--- config.mk ---
export PLATFORM = sky130hd
export DESIGN_NAME = ov7670_cfg_seq
export DESIGN_NICKNAME = d
export VERILOG_FILES = /design/src/rtl/ov7670_cfg_seq.sv
export SDC_FILE = /design/constraint.sdc
export NUM_CORES = 1
export LEC_CHECK = 0
export CORE_UTILIZATION = 49
export CTS_BUF_LIST = sky130_fd_sc_hd__clkbuf_8
export DETAILED_ROUTE_END_ITERATION = 7
export PLACE_DENSITY = 0.82
export SLEW_MARGIN = 10
export SYNTH_ARGS = -nofsm -noshare
export SYNTH_HDL_FRONTEND = slang
export SYNTH_SLANG_ARGS = --single-unit
--- constraint.sdc ---
create_clock -name clk -period 2.7 [get_ports clk]
set_clock_uncertainty 0.05 [all_clocks]
set_input_delay 0.54 -clock clk [delete_from_list [all_inputs] [get_ports clk]]
set_output_delay 0.54 -clock clk [all_outputs]
set_load 0.01 [all_outputs]
--- src/rtl/ov7670_cfg_seq.sv ---
// OV7670 configuration sequencer: walks a {reg addr, reg data} ROM and issues SCCB writes or ms delays.
// Define OV7670_CFG_SWRST_EN to prepend a COM7 soft-reset write and a c_swrst_ms wait. The clock is 20 ns.
module ov7670_cfg_seq #(
    parameter logic [6:0] c_cam_id     = 7'h21,
    parameter int         c_ms_endcnt  = 50000,
    parameter int         c_nb_ms_cnt  = 16,
    parameter int         c_rom_aw     = 8,
    parameter logic [7:0] c_delay_addr = 8'hF0
`ifdef OV7670_CFG_SWRST_EN
    ,
    parameter int         c_swrst_ms   = 10
`endif
) (
    input  logic                clk,
    input  logic                rst,
    input  logic                start_cfg,
    output logic [c_rom_aw-1:0] rom_addr,
    input  logic [15:0]         rom_data,
    input  logic                sccb_ready,
    input  logic                sccb_finish,
    output logic                sccb_start_tx,
    output logic [6:0]          sccb_id,
    output logic [7:0]          sccb_addr,
    output logic [7:0]          sccb_data,
    output logic                cfg_busy,
    output logic                cfg_done
);

    typedef enum logic [2:0] {
        S_IDLE, S_RD, S_DEC, S_WRDY, S_WFIN, S_DLY, S_NEXT, S_DONE
    } state_t;

    // The first ms is loaded one short so the decode cycle counts toward the delay.
    localparam logic [c_nb_ms_cnt-1:0] c_cyc_reload = c_nb_ms_cnt'(c_ms_endcnt - 1);
    localparam logic [c_nb_ms_cnt-1:0] c_cyc_first  = c_nb_ms_cnt'(c_ms_endcnt - 2);

    state_t                  state_q;
    logic [c_rom_aw-1:0]     rom_addr_q;
    logic                    start_tx_q;
    logic [7:0]              sccb_addr_q;
    logic [7:0]              sccb_data_q;
    logic                    busy_q;
    logic                    done_q;
    logic [7:0]              ms_left_q;
    logic [c_nb_ms_cnt-1:0]  cyc_q;
`ifdef OV7670_CFG_SWRST_EN
    logic                    swrst_q;
`endif

    logic at_last;
    logic is_end;
    logic is_dly;

    assign at_last = (rom_addr_q == {c_rom_aw{1'b1}});
    assign is_end  = (rom_data == 16'hFFFF);
    assign is_dly  = (rom_data[15:8] == c_delay_addr);

    always_ff @(posedge clk or negedge rst) begin
        if (!rst) begin
            state_q     <= S_IDLE;
            rom_addr_q  <= '0;
            start_tx_q  <= 1'b0;
            sccb_addr_q <= 8'h00;
            sccb_data_q <= 8'h00;
            busy_q      <= 1'b0;
            done_q      <= 1'b0;
            ms_left_q   <= 8'h00;
            cyc_q       <= '0;
`ifdef OV7670_CFG_SWRST_EN
            swrst_q     <= 1'b0;
`endif
        end else begin
            start_tx_q <= 1'b0;
            case (state_q)
                S_IDLE: begin
                    if (start_cfg) begin
                        done_q     <= 1'b0;
                        busy_q     <= 1'b1;
                        rom_addr_q <= '0;
`ifdef OV7670_CFG_SWRST_EN
                        swrst_q     <= 1'b1;
                        sccb_addr_q <= 8'h12;
                        sccb_data_q <= 8'h80;
                        state_q     <= S_WRDY;
`else
                        state_q    <= S_RD;
`endif
                    end
                end
                S_RD: state_q <= S_DEC;
                S_DEC: begin
                    if (is_end) begin
                        state_q <= S_DONE;
                        busy_q  <= 1'b0;
                        done_q  <= 1'b1;
                    end else if (is_dly) begin
                        if (rom_data[7:0] == 8'h00) begin
                            if (at_last) begin
                                state_q <= S_DONE;
                                busy_q  <= 1'b0;
                                done_q  <= 1'b1;
                            end else begin
                                rom_addr_q <= rom_addr_q + 1'b1;
                                state_q    <= S_NEXT;
                            end
                        end else begin
                            ms_left_q <= rom_data[7:0];
                            cyc_q     <= c_cyc_first;
                            state_q   <= S_DLY;
                        end
                    end else begin
                        sccb_addr_q <= rom_data[15:8];
                        sccb_data_q <= rom_data[7:0];
                        state_q     <= S_WRDY;
                    end
                end
                S_WRDY: begin
                    if (sccb_ready) begin
                        start_tx_q <= 1'b1;
                        state_q    <= S_WFIN;
                    end
                end
                S_WFIN: begin
                    if (sccb_finish) begin
`ifdef OV7670_CFG_SWRST_EN
                        if (swrst_q) begin
                            if (c_swrst_ms == 0) begin
                                swrst_q <= 1'b0;
                                state_q <= S_RD;
                            end else begin
                                ms_left_q <= 8'(c_swrst_ms);
                                cyc_q     <= c_cyc_first;
                                state_q   <= S_DLY;
                            end
                        end else
`endif
                        if (at_last) begin
                            state_q <= S_DONE;
                            busy_q  <= 1'b0;
                            done_q  <= 1'b1;
                        end else begin
                            rom_addr_q <= rom_addr_q + 1'b1;
                            state_q    <= S_NEXT;
                        end
                    end
                end
                S_DLY: begin
                    if (cyc_q != '0) begin
                        cyc_q <= cyc_q - 1'b1;
                    end else if (ms_left_q != 8'd1) begin
                        ms_left_q <= ms_left_q - 8'd1;
                        cyc_q     <= c_cyc_reload;
                    end else
`ifdef OV7670_CFG_SWRST_EN
                    if (swrst_q) begin
                        swrst_q <= 1'b0;
                        state_q <= S_RD;
                    end else
`endif
                    if (at_last) begin
                        state_q <= S_DONE;
                        busy_q  <= 1'b0;
                        done_q  <= 1'b1;
                    end else begin
                        rom_addr_q <= rom_addr_q + 1'b1;
                        state_q    <= S_NEXT;
                    end
                end
                // rom_addr was bumped on entry; this cycle covers the ROM read latency.
                S_NEXT: state_q <= S_DEC;
                S_DONE: state_q <= S_IDLE;
                default: state_q <= S_IDLE;
            endcase
        end
    end

    assign rom_addr      = rom_addr_q;
    assign sccb_start_tx = start_tx_q;
    assign sccb_id       = c_cam_id;
    assign sccb_addr     = sccb_addr_q;
    assign sccb_data     = sccb_data_q;
    assign cfg_busy      = busy_q;
    assign cfg_done      = done_q;

endmodule

==> results of run 1 <==
## final cells by class
class,instances,share of cell area (%)
tap,72,2.316
multi-input combinational,229,39.31
timing repair buffer,89,20.71
sequential,54,34.74
clock inverter,2,0.3860
clock buffer,5,1.769
inverter,8,0.7720
## cells in the mapped netlist (4+ instances only)
cell type	number	area share [%]
sky130_fd_sc_hd__a2111oi_0	5	1.5
sky130_fd_sc_hd__nor2_1	24	3.1
sky130_fd_sc_hd__inv_1	8	1.0
sky130_fd_sc_hd__nand2b_1	4	0.85
sky130_fd_sc_hd__nand3_1	9	1.5
sky130_fd_sc_hd__clkbuf_1	10	1.3
sky130_fd_sc_hd__ha_1	5	2.1
sky130_fd_sc_hd__or3_1	7	1.5
sky130_fd_sc_hd__a21oi_1	20	3.4
sky130_fd_sc_hd__nand2_1	20	2.5
sky130_fd_sc_hd__a211oi_1	4	1.0
sky130_fd_sc_hd__buf_4	7	1.8
sky130_fd_sc_hd__nor3_1	4	0.68
sky130_fd_sc_hd__nor4_1	6	1.3
sky130_fd_sc_hd__mux2_2	16	6.1
sky130_fd_sc_hd__o31ai_1	4	1.0
sky130_fd_sc_hd__nand4_1	6	1.3
sky130_fd_sc_hd__xnor2_1	11	3.3
sky130_fd_sc_hd__o21ai_0	26	4.4
sky130_fd_sc_hd__dfrtp_1	54	46
sky130_fd_sc_hd__or4_1	4	1.0
## cell families (layout without fill, tap and decap cells)
group           count (synthesis)  in the layout  share of synthesized area, %
compound gates                 84             84                         18.31
xor+xnor                       11             11                         3.271
fa+ha+maj                       5              5                         2.124
buf+inv                        27            104                         4.418
flops                          54             54                         45.88
mux                            16             16                         6.117
other cells                     2              7                        0.2550
simple gates                  106            106                         19.63
## metal layers
metal	track usage (%)	vias to the layer above	share of wire [%]
met1	32.31	1321	44
met2	42.91	99	49
li1	-	1279	-
met3	4.229	19	4.6
met5	0	-	0
met4	12.36	0	2.6
## how the worst min path moves through the flow
| stage | startpoint | to | slack [ns] | depth (start not counted) |
|---|---|---|---|---|
| floorplan | rst | cfg_busy | 0.19 | 0 |
| global placement | sccb_data[7] | sccb_data[7] | 0.44 | 1 |
| detailed placement | sccb_addr[3] | sccb_addr[3] | 0.44 | 1 |
| CTS | rst | state_q[2] | 0.18 | 1 |
| global route | rst | state_q[2] | 0.20 | 1 |
| finish | rst | state_q[2] | 0.17 | 1 |
## metrics by stage
stage	utilization (%)	power (mW)
after floorplan	-	2.188
after global placement	66.73	2.913
after detailed placement	66.73	2.982
after CTS	68.46	3.465
after global routing	68.95	3.694
final	68.95	3.487
## report_power, final
group / internal [mW] / leakage, nW / switching (mW)
logic: 0.913 / 0.831 / 0.815
clock network: 0.178 / 0.0362 / 0.290
registers: 1.08 / 0.651 / 0.212
total: 2.17 / 1.52 / 1.32
## worst reg2reg max path: stages, from the launching register on
cell,delay [ns]
sky130_fd_sc_hd__dfrtp_1,0.40
sky130_fd_sc_hd__or4_4,0.52
sky130_fd_sc_hd__or4b_4,0.52
sky130_fd_sc_hd__nand2_4,0.08
sky130_fd_sc_hd__or3b_4,0.40
sky130_fd_sc_hd__a211o_1,0.26
sky130_fd_sc_hd__a221o_1,0.32
## what timing repair did
item | in CTS | in global routing
pin swaps | 4 | 1
setup endpoints to repair | 6 | 20
hold endpoints to repair | 0 | 0
gates resized for setup | 6 | 5
## flip-flops by register name (all words and copies together) (netlist names)
register	flops
cyc_q	16
ms_left_q	8
rom_addr	8
sccb_addr	8
sccb_data	8
state_q	3
cfg_busy	1
cfg_done	1
sccb_start_tx	1
==> impl_metrics.env, run 1 <==
export IMPL_cpLargestDelayFamily="simple AND/OR/NAND/NOR gates"
export IMPL_cts_setup_buffers=0
export IMPL_grt_pass1_vias=2679
export IMPL_most_common_layout_cells="sky130_fd_sc_hd__dfrtp_1, sky130_fd_sc_hd__clkdlybuf4s50_1, sky130_fd_sc_hd__buf_4"
export IMPL_commonest_register_cell_after_synthesis="sky130_fd_sc_hd__dfrtp_1"
export IMPL_wl_per_cell_um=16.48
export IMPL_maxCapViolations=0
export IMPL_gate_count_post_synth=305
export IMPL_track_usage_pct=25.75
export IMPL_fin_crit_sh_pct=98.08
export IMPL_crit_end="cfg_busy"
export IMPL_yosys_warnings=0
export IMPL_antenna_found_initial=0
export IMPL_place_gp_congestion=0.8599
export IMPL_min_path_type="input port to async pin"
export IMPL_achievable_frequency_ghz=0.3776
export IMPL_timing_critical_path_arrival_ns=2.81
export IMPL_cp_end_kind="register"
export IMPL_outcome="complete, no violations"
export IMPL_critical_path_type="register to register"
export IMPL_worst_path_max_fanout=3
export IMPL_dp_cells=452
export IMPL_die_width_um=79.53
export IMPL_cp_slowest_cell="sky130_fd_sc_hd__or4_4"
export IMPL_cts_max_path_buffers=2
export IMPL_htree_levels=2
export IMPL_clkSlewWorstSetupHoldPaths_ns=0.11
export IMPL_worst_ep_required_time_ns=2.86
export IMPL_dieHeight_um=79.53
export IMPL_crit_path_cell_trace="or4_4 -> or4b_4 -> nand2_4 -> or3b_4 -> a211o_1 -> a221o_1"
export IMPL_numClockSinks=54
export IMPL_num_nets_final=413
export IMPL_tritoncts="built"
export IMPL_synthArstFlopShare_pct=100.0
export IMPL_ff2ff_setup_slack_ns=0.05
export IMPL_setup_worst_path_start_class="register"
export IMPL_synth_sequential_area_ratio_pct=45.88
export IMPL_tns_ns=0
export IMPL_initial_core_util_pct=52.21
export IMPL_pin_count_of_the_biggest_net_entering_global_routing=30
export IMPL_dp_hpwl_mm=5.521
export IMPL_critPathLaunch="ms_left_q[5]"
export IMPL_crit_reg2reg_launch="ms_left_q[5]"
export IMPL_floorplan_core_area_um2=5642
export IMPL_total_routed_wirelength_mm=7.565
export IMPL_synth_area_um2=2945
export IMPL_drt_pass1_iter_count=4
export IMPL_clk_insertion_delay_late_ns=0.32
export IMPL_multi_input_comb_area_um2=1529
export IMPL_hold_viol=0
export IMPL_detailedRoute_firstIterationViolations=214
export IMPL_finalNonFillerCells=459
export IMPL_cpPeakStageDelay_ns=0.52
export IMPL_number_of_cts_inserted_buffers=5
export IMPL_synth_enable_flop_cells=0
export IMPL_pwr_density_cell_nw_per_um2=896.5
export IMPL_report_final_setup_viol=0
export IMPL_fraction_of_layout_cells_with_a_size_suffix_above_1_pct=21.96
export IMPL_post_synthesis_register_bit_count=54
export IMPL_num_fill_cells=436
export IMPL_detail_route_vias_per_cell=5.922
export IMPL_hold_slack_ns=0.1659
export IMPL_pre_cts_slack_ns=-0.3973
export IMPL_cts_root_buf="sky130_fd_sc_hd__clkbuf_8"
export IMPL_power_ir_vdd_worst_mv=0.6452
export IMPL_std_cell_rows=27
export IMPL_syn2layout_area_growth_pct=32.07
export IMPL_vias=2718
export IMPL_remaining_drc_errors=0
export IMPL_dpl_instance_area_um2=3765
export IMPL_ff_to_ff_path_depth=6
export IMPL_p_leak_nw=1.518
export IMPL_io_buffer_count=47
export IMPL_layout_cells_most_common="sky130_fd_sc_hd__dfrtp_1"
export IMPL_fp_dieArea_um2=6325
export IMPL_destination_of_the_worst_register_to_register_timing_path="cfg_busy"
export IMPL_grt_overflow_total=0
export IMPL_area_sequential_um2=1351
export IMPL_measured_slew_at_the_worst_slew_check_pin_ns=0.6058
export IMPL_rsz0062_at_grt="yes"
export IMPL_io_pins=55
export IMPL_number_of_cells_on_the_critical_path=6
export IMPL_route_antenna_remaining_nets=0
export IMPL_post_route_worst_setup_slack_ns=0.05197
export IMPL_synth_lib_cells_used_distinct=54
export IMPL_timing_critical_path_buf_inv=0
export IMPL_insertedDiodeCount=0
export IMPL_post_cts_hold_buffer_count=0
export IMPL_stdcell_area_um2=3890
export IMPL_max_slew_margin_rel_pct=59.61
export IMPL_syn_avg_cell_area_um2=9.657
export IMPL_report_final_slew_viol_count=0
export IMPL_post_route_min_period_ns=2.648
export IMPL_grt_first_pass_wirelength_mm=12.53
Note: power is estimated with default switching activity, not from simulation.
==> run 2, diff against run 1 <==
Settings changed: CAP_MARGIN from default to 20, HOLD_SLACK_MARGIN from default to 0.1.
==> results of run 2 <==
No change in the layout: final DEF, timing and power equal those of run 1.
